**src/rtl/ltc2308_pkg.sv**
```systemverilog
// ltc2308_pkg
// Shared definitions for the LTC2308 scan controller: the controller state
// encoding, the fixed bits of the 6-bit LTC2308 configuration word, the
// function that builds that word for a channel, and default timing values.
package ltc2308_pkg;

  typedef enum logic [1:0] {
    ST_IDLE,
    ST_CONV,
    ST_SHIFT,
    ST_GAP
  } state_t;

  // Fixed configuration bits: single-ended, unipolar, no sleep.
  localparam logic CFG_SD  = 1'b1;
  localparam logic CFG_UNI = 1'b1;
  localparam logic CFG_SLP = 1'b0;

  localparam int DEF_CONV_CYCLES = 80;
  localparam int DEF_SCK_DIV     = 2;
  localparam int DEF_GAP_CYCLES  = 16;

  localparam int FRAME_BITS = 12;

  // Word sent MSB first: S/D, O/S, S1, S0, UNI, SLP. The LTC2308 channel
  // mux maps O/S to the channel LSB, S1 to the MSB and S0 to the middle bit.
  function automatic logic [5:0] cfg_word(input logic [2:0] ch);
    return {CFG_SD, ch[0], ch[2], ch[1], CFG_UNI, CFG_SLP};
  endfunction

endpackage

```
**src/rtl/ltc2308_sck_gen.sv**
```systemverilog
// ltc2308_sck_gen
// Serial clock generator. While en is high it produces SCK periods that start
// low and then go high, each half lasting SCK_DIV clk cycles. The strobes are
// combinational and flag the clk edge at which SCK will change.
//   clk, reset_n : clock and asynchronous active-low reset
//   en           : run SCK (low and counters cleared while 0)
//   sck          : registered serial clock, idle low
//   sck_rise     : the coming edge drives sck 0->1
//   sck_fall     : the coming edge drives sck 1->0 (end of a period)
module ltc2308_sck_gen
  import ltc2308_pkg::*;
#(
  parameter int SCK_DIV = DEF_SCK_DIV
) (
  input  logic clk,
  input  logic reset_n,
  input  logic en,
  output logic sck,
  output logic sck_rise,
  output logic sck_fall
);

  localparam int CW = (SCK_DIV > 1) ? $clog2(SCK_DIV) : 1;

  logic [CW-1:0] div_cnt_reg;
  logic          half_end;

  assign half_end = en && (div_cnt_reg == CW'(SCK_DIV - 1));
  assign sck_rise = half_end && !sck;
  assign sck_fall = half_end && sck;

  always_ff @(posedge clk or negedge reset_n) begin
    if (!reset_n) begin
      div_cnt_reg <= '0;
      sck         <= 1'b0;
    end else if (!en) begin
      div_cnt_reg <= '0;
      sck         <= 1'b0;
    end else if (half_end) begin
      div_cnt_reg <= '0;
      sck         <= ~sck;
    end else begin
      div_cnt_reg <= div_cnt_reg + CW'(1);
    end
  end

endmodule

```
**src/rtl/ltc2308_scan_ctrl.sv**
```systemverilog
// ltc2308_scan_ctrl
// Scans LTC2308 channels 0..last_ch. Each frame is CONV (CONVST high), SHIFT
// (12 SCK periods: config word out on SDI, result in from SDO) and GAP.
// The ADC returns the conversion configured one frame earlier, so the first
// frame of a scan is a prime frame whose read-back is discarded.
//   start, continuous, last_ch : scan control (last_ch latched at start)
//   adc_convst/sck/sdi, adc_sdo : LTC2308 pins
//   result_valid/ch/data        : one pulse per converted channel
//   busy, scan_done             : not idle / pulse with channel last_ch
module ltc2308_scan_ctrl
  import ltc2308_pkg::*;
#(
  parameter int CONV_CYCLES = DEF_CONV_CYCLES,
  parameter int SCK_DIV     = DEF_SCK_DIV,
  parameter int GAP_CYCLES  = DEF_GAP_CYCLES
) (
  input  logic        clk,
  input  logic        reset_n,
  input  logic        start,
  input  logic        continuous,
  input  logic [2:0]  last_ch,
  output logic        adc_convst,
  output logic        adc_sck,
  output logic        adc_sdi,
  input  logic        adc_sdo,
  output logic        result_valid,
  output logic [2:0]  result_ch,
  output logic [11:0] result_data,
  output logic        busy,
  output logic        scan_done
);

  localparam logic [3:0] LAST_BIT = 4'(FRAME_BITS - 1);

  state_t      state_reg;
  logic [15:0] cyc_cnt_reg;
  logic [3:0]  bit_cnt_reg;    // SCK periods completed in this frame
  logic [11:0] shift_reg;
  logic [4:0]  cfg_sh_reg;     // config bits still to be sent
  logic [2:0]  cfg_ch_reg;     // channel configured in this frame
  logic [2:0]  rd_ch_reg;      // channel whose result is read in this frame
  logic [2:0]  last_ch_reg;
  logic        prime_reg;
  logic        res_pend_reg;
  logic        done_pend_reg;

  logic        sck_en;
  logic        sck_rise;
  logic        sck_fall;
  logic [5:0]  cfg_cur;
  logic [2:0]  cfg_ch_next;

  assign sck_en      = (state_reg == ST_SHIFT);
  assign cfg_cur     = cfg_word(cfg_ch_reg);
  assign cfg_ch_next = (cfg_ch_reg == last_ch_reg) ? 3'd0 : cfg_ch_reg + 3'd1;

  ltc2308_sck_gen #(
    .SCK_DIV (SCK_DIV)
  ) u_sck_gen (
    .clk      (clk),
    .reset_n  (reset_n),
    .en       (sck_en),
    .sck      (adc_sck),
    .sck_rise (sck_rise),
    .sck_fall (sck_fall)
  );

  always_ff @(posedge clk or negedge reset_n) begin
    if (!reset_n) begin
      state_reg     <= ST_IDLE;
      cyc_cnt_reg   <= '0;
      bit_cnt_reg   <= '0;
      shift_reg     <= '0;
      cfg_sh_reg    <= '0;
      cfg_ch_reg    <= '0;
      rd_ch_reg     <= '0;
      last_ch_reg   <= '0;
      prime_reg     <= 1'b0;
      res_pend_reg  <= 1'b0;
      done_pend_reg <= 1'b0;
      adc_convst    <= 1'b0;
      adc_sdi       <= 1'b0;
      result_valid  <= 1'b0;
      result_ch     <= '0;
      result_data   <= '0;
      busy          <= 1'b0;
      scan_done     <= 1'b0;
    end else begin
      result_valid <= 1'b0;
      scan_done    <= 1'b0;

      // Results are published one cycle after the 12th SDO sample.
      if (res_pend_reg) begin
        result_valid <= 1'b1;
        result_ch    <= rd_ch_reg;
        result_data  <= shift_reg;
        scan_done    <= done_pend_reg;
        res_pend_reg <= 1'b0;
      end

      case (state_reg)
        ST_IDLE: begin
          if (start) begin
            state_reg   <= ST_CONV;
            adc_convst  <= 1'b1;
            busy        <= 1'b1;
            cyc_cnt_reg <= '0;
            last_ch_reg <= last_ch;
            cfg_ch_reg  <= 3'd0;
            prime_reg   <= 1'b1;
          end
        end

        ST_CONV: begin
          if (cyc_cnt_reg == 16'(CONV_CYCLES - 1)) begin
            state_reg   <= ST_SHIFT;
            adc_convst  <= 1'b0;
            bit_cnt_reg <= '0;
            adc_sdi     <= cfg_cur[5];
            cfg_sh_reg  <= cfg_cur[4:0];
          end else begin
            cyc_cnt_reg <= cyc_cnt_reg + 16'd1;
          end
        end

        ST_SHIFT: begin
          if (sck_rise) begin
            shift_reg <= {shift_reg[10:0], adc_sdo};
            if (bit_cnt_reg == LAST_BIT) begin
              res_pend_reg  <= !prime_reg;
              done_pend_reg <= (rd_ch_reg == last_ch_reg);
            end
          end
          if (sck_fall) begin
            if (bit_cnt_reg == LAST_BIT) begin
              state_reg   <= ST_GAP;
              adc_sdi     <= 1'b0;
              cyc_cnt_reg <= '0;
              bit_cnt_reg <= '0;
            end else begin
              // Zeros shift in behind the config bits, so SDI is 0 after
              // the sixth period.
              bit_cnt_reg <= bit_cnt_reg + 4'd1;
              adc_sdi     <= cfg_sh_reg[4];
              cfg_sh_reg  <= {cfg_sh_reg[3:0], 1'b0};
            end
          end
        end

        ST_GAP: begin
          if (cyc_cnt_reg == 16'(GAP_CYCLES - 1)) begin
            if (!prime_reg && (rd_ch_reg == last_ch_reg) && !continuous) begin
              state_reg <= ST_IDLE;
              busy      <= 1'b0;
            end else begin
              state_reg   <= ST_CONV;
              adc_convst  <= 1'b1;
              cyc_cnt_reg <= '0;
              rd_ch_reg   <= cfg_ch_reg;
              cfg_ch_reg  <= cfg_ch_next;
              prime_reg   <= 1'b0;
            end
          end else begin
            cyc_cnt_reg <= cyc_cnt_reg + 16'd1;
          end
        end

        default: state_reg <= ST_IDLE;
      endcase
    end
  end

endmodule

```
**config.mk**
```make
export PLATFORM = sky130hd
export DESIGN_NAME = ltc2308_scan_ctrl
export DESIGN_NICKNAME = d
export VERILOG_FILES = /design/src/rtl/ltc2308_pkg.sv /design/src/rtl/ltc2308_sck_gen.sv /design/src/rtl/ltc2308_scan_ctrl.sv
export SDC_FILE = /design/constraint.sdc
export NUM_CORES = 1
export LEC_CHECK = 0
export BUFFER_PORTS_ARGS = -buffer_cell sky130_fd_sc_hd__clkbuf_2
export CAP_MARGIN = 20
export CORE_MARGIN = 5
export CORE_UTILIZATION = 51
export CTS_BUF_LIST = sky130_fd_sc_hd__clkbuf_16
export CTS_CLUSTER_DIAMETER = 40
export CTS_CLUSTER_SIZE = 40
export DETAILED_ROUTE_END_ITERATION = 12
export PLACE_DENSITY = 0.67
export SYNTH_ARGS = -nofsm -noshare
export SYNTH_HDL_FRONTEND = slang
export SYNTH_SLANG_ARGS = --single-unit
export TNS_END_PERCENT = 50
```
**constraint.sdc**
```tcl
create_clock -name clk -period 2.5 [get_ports clk]
set_input_delay 0.25 -clock clk [delete_from_list [all_inputs] [get_ports clk]]
set_output_delay 0.25 -clock clk [all_outputs]
set_load 0.03 [all_outputs]
```
==> results.ini <==
[logic_synthesis]
synth_xor_area_share_pct=1.70
synth_compound_area_share_pct=14.1
yosysTopAreaCell=dfrtp_1
synth_top_area_share_pct=49.9
async_reset_ff_share_pct=100
synth_nets=336
syn_inst=321
synth-simple-area-share_pct=16.5
synthAdderAreaFrac_pct=2.42
avgSynthCellArea_um2=11.3
synth_area_um2=3610
ys_ff_latch=72
ys_top_cells_by_area=dfrtp_1 (50%), mux2_2 (9.7%), nand2_1 (2.6%)
yosys_warnings=0
synth_flop_cell=dfrtp_1
synth_mux_area_share_pct=12.4
synth_top_family_by_area=simple AND/OR/NAND/NOR gates
yosys.cell_types.count=63
ys_seq_area_share_pct=49.9
synth_edf_count=0

[clock_network]
cts_resized=0
cts_buffer_depth=2
numCtsBuffers=9
clkTransAtPathRegs_ps=60
clock_sinks=72
clock_latency_ps=330
clockRootBuffer=clkbuf_16
cts_tree=built
post-cts-setup-buffers=0
htreeDepth=3

[layout]
drive_above_1_share_pct=28.1
insertedDiodeCount=0
design_area_um2=4180
largest_reg_flops=16
fin_nets=373
area_growth_pct=15.8

[route]
viasPerCell=5.75
drtIter0Drc=200
dr.pass1.iters=5
vias=2638
wl_per_cell_um=16.5
drt-total-wl_um=7560
ant_nets=0
drc=0

[sta]
finalHoldViolCount=0
fin_crit_sh_pct=89.1
skew_ps=5.02
maxSlewHeadroom_pct=55.9
fmaxAchievable_ghz=0.449
tns_ps=0
grt_setup_unrepaired=false
report.final.slew_viol_count=0
fin_crit_ps=2230
setup_viol=0
worst_slew_pin_slew_ps=661

[die]
die_w_um=94.2
dieArea_um2=8870
die_h_um=94.2
core_um2=6830
ios=29
fp-row-count=30
initial_core_util_pct=52.9

[grt]
gr-total-overflow=0
grt_pass1_vias=2642
grt_max_degree=30
grt_first_pass_wirelength_um=12800
grt_use_total_pct=18.5
antenna_found_initial=0

[setup_path]
arrival_ps=2450
cp_max_fo=10
crit_buf_inv=0
worstPathRequired_ps=2720
path_delay_family=simple AND/OR/NAND/NOR gates
startpoint_type=flop
critPathSlowestCell=dfrtp_1
crit_path_end_kind=flop
crit_chain=nor4_1 -> a41oi_1 -> or2_0 -> and3_1 -> a211o_1
cpPeakStageDelay_ps=470
path_class=flop to flop
ff2ff_setup_slack_ps=270

[status]
status=finished, final reports clean

[placement]
place_congestion=0.908
postPlaceCellArea_um2=3890
hpwlAfterDp_um=5490
io_buffer_count=28

[power]
p_per_area_nw_per_um2=584
leakage_nw=2.08
ir_drop_uv=327

[job]
drv_cap=0

[hold_path]
hp-class=primary input to flop

## layout by cell type (no fill, tap or decap), types with 9 or more instances in the layout
cell and n:
a21oi_1 11, inv_1 11, clkbuf_2 27, nand2_1 25
dfrtp_1 72, mux2_2 31, buf_4 10, nor2_1 11
o21ai_0 12, clkbuf_16 9, nand3_1 9
## timing repair
item                       CTS  global route
setup endpoints to repair    0             0
hold endpoints to repair    26             0
hold buffers                 1             0
## Yosys cell counts, drive strengths merged (6+ instances only)
library cell,n
nor4,8
clkbuf,8
nand3,11
a21oi,11
dfrtp,72
nand2,25
nor2,11
inv,12
o21ai,20
ha,7
nor3,6
mux2,37
a211o,7
## area by class of cell
type                       count  area, um^2
clock inverter                 7        61.3
multi-input combinational    224        1700
sequential                    72        1800
clock buffer                   9         225
timing repair buffer          39         225
inverter                      12        45.0
tap                           96         120
fill                         573        2650
## stage by stage
| stage | hold WS, ps | setup WS, ps | util (%) | power, mW | instances |
|---|---|---|---|---|---|
| final | 149 | 273 | 61.2 | 2.44 | 459 |
| after global routing | 153 | 86.0 | 61.2 | 2.52 | 459 |
| after CTS | 148 | 246 | 61.2 | 2.47 | 459 |
| after detailed placement | 309 | 283 | 56.9 | 1.23 | 442 |
| after global placement | 320 | 329 | 56.9 | 1.23 | 442 |
| after floorplan | -45.6 | 469 | - | 1.19 | 321 |
## final timing paths
kind	from	end	depth (start not counted)
max	cyc_cnt_reg[12]	cyc_cnt_reg[10]	5
min	last_ch[0]	last_ch_reg[0]	2
max reg2reg	cyc_cnt_reg[12]	cyc_cnt_reg[10]	5
min reg2reg	prime_reg	res_pend_reg	1
max in group asynchronous	reset_n	cfg_ch_reg[2]	3
min in group asynchronous	reset_n	result_ch[0]	2
## power breakdown
part / internal, mW / switching (mW)
sequential: 1.17 / 0.000708
clock: 0.692 / 0.545
combinational: 0.0103 / 0.0277
## per-layer routing
layer | GRT usage [%] | routed length [um]
met5 | 0 | 0
met4 | 5.29 | 81
met3 | 5.21 | 363
met2 | 30.0 | 3660
met1 | 24.3 | 3450
## cells by family after synthesis
kind of cell / after synthesis
compound gates: 70
xor+xnor: 7
fa+ha+maj: 7
buf+inv: 25
flops: 72
mux: 39
simple gates: 101
Note: power is estimated with default switching activity, not from simulation.
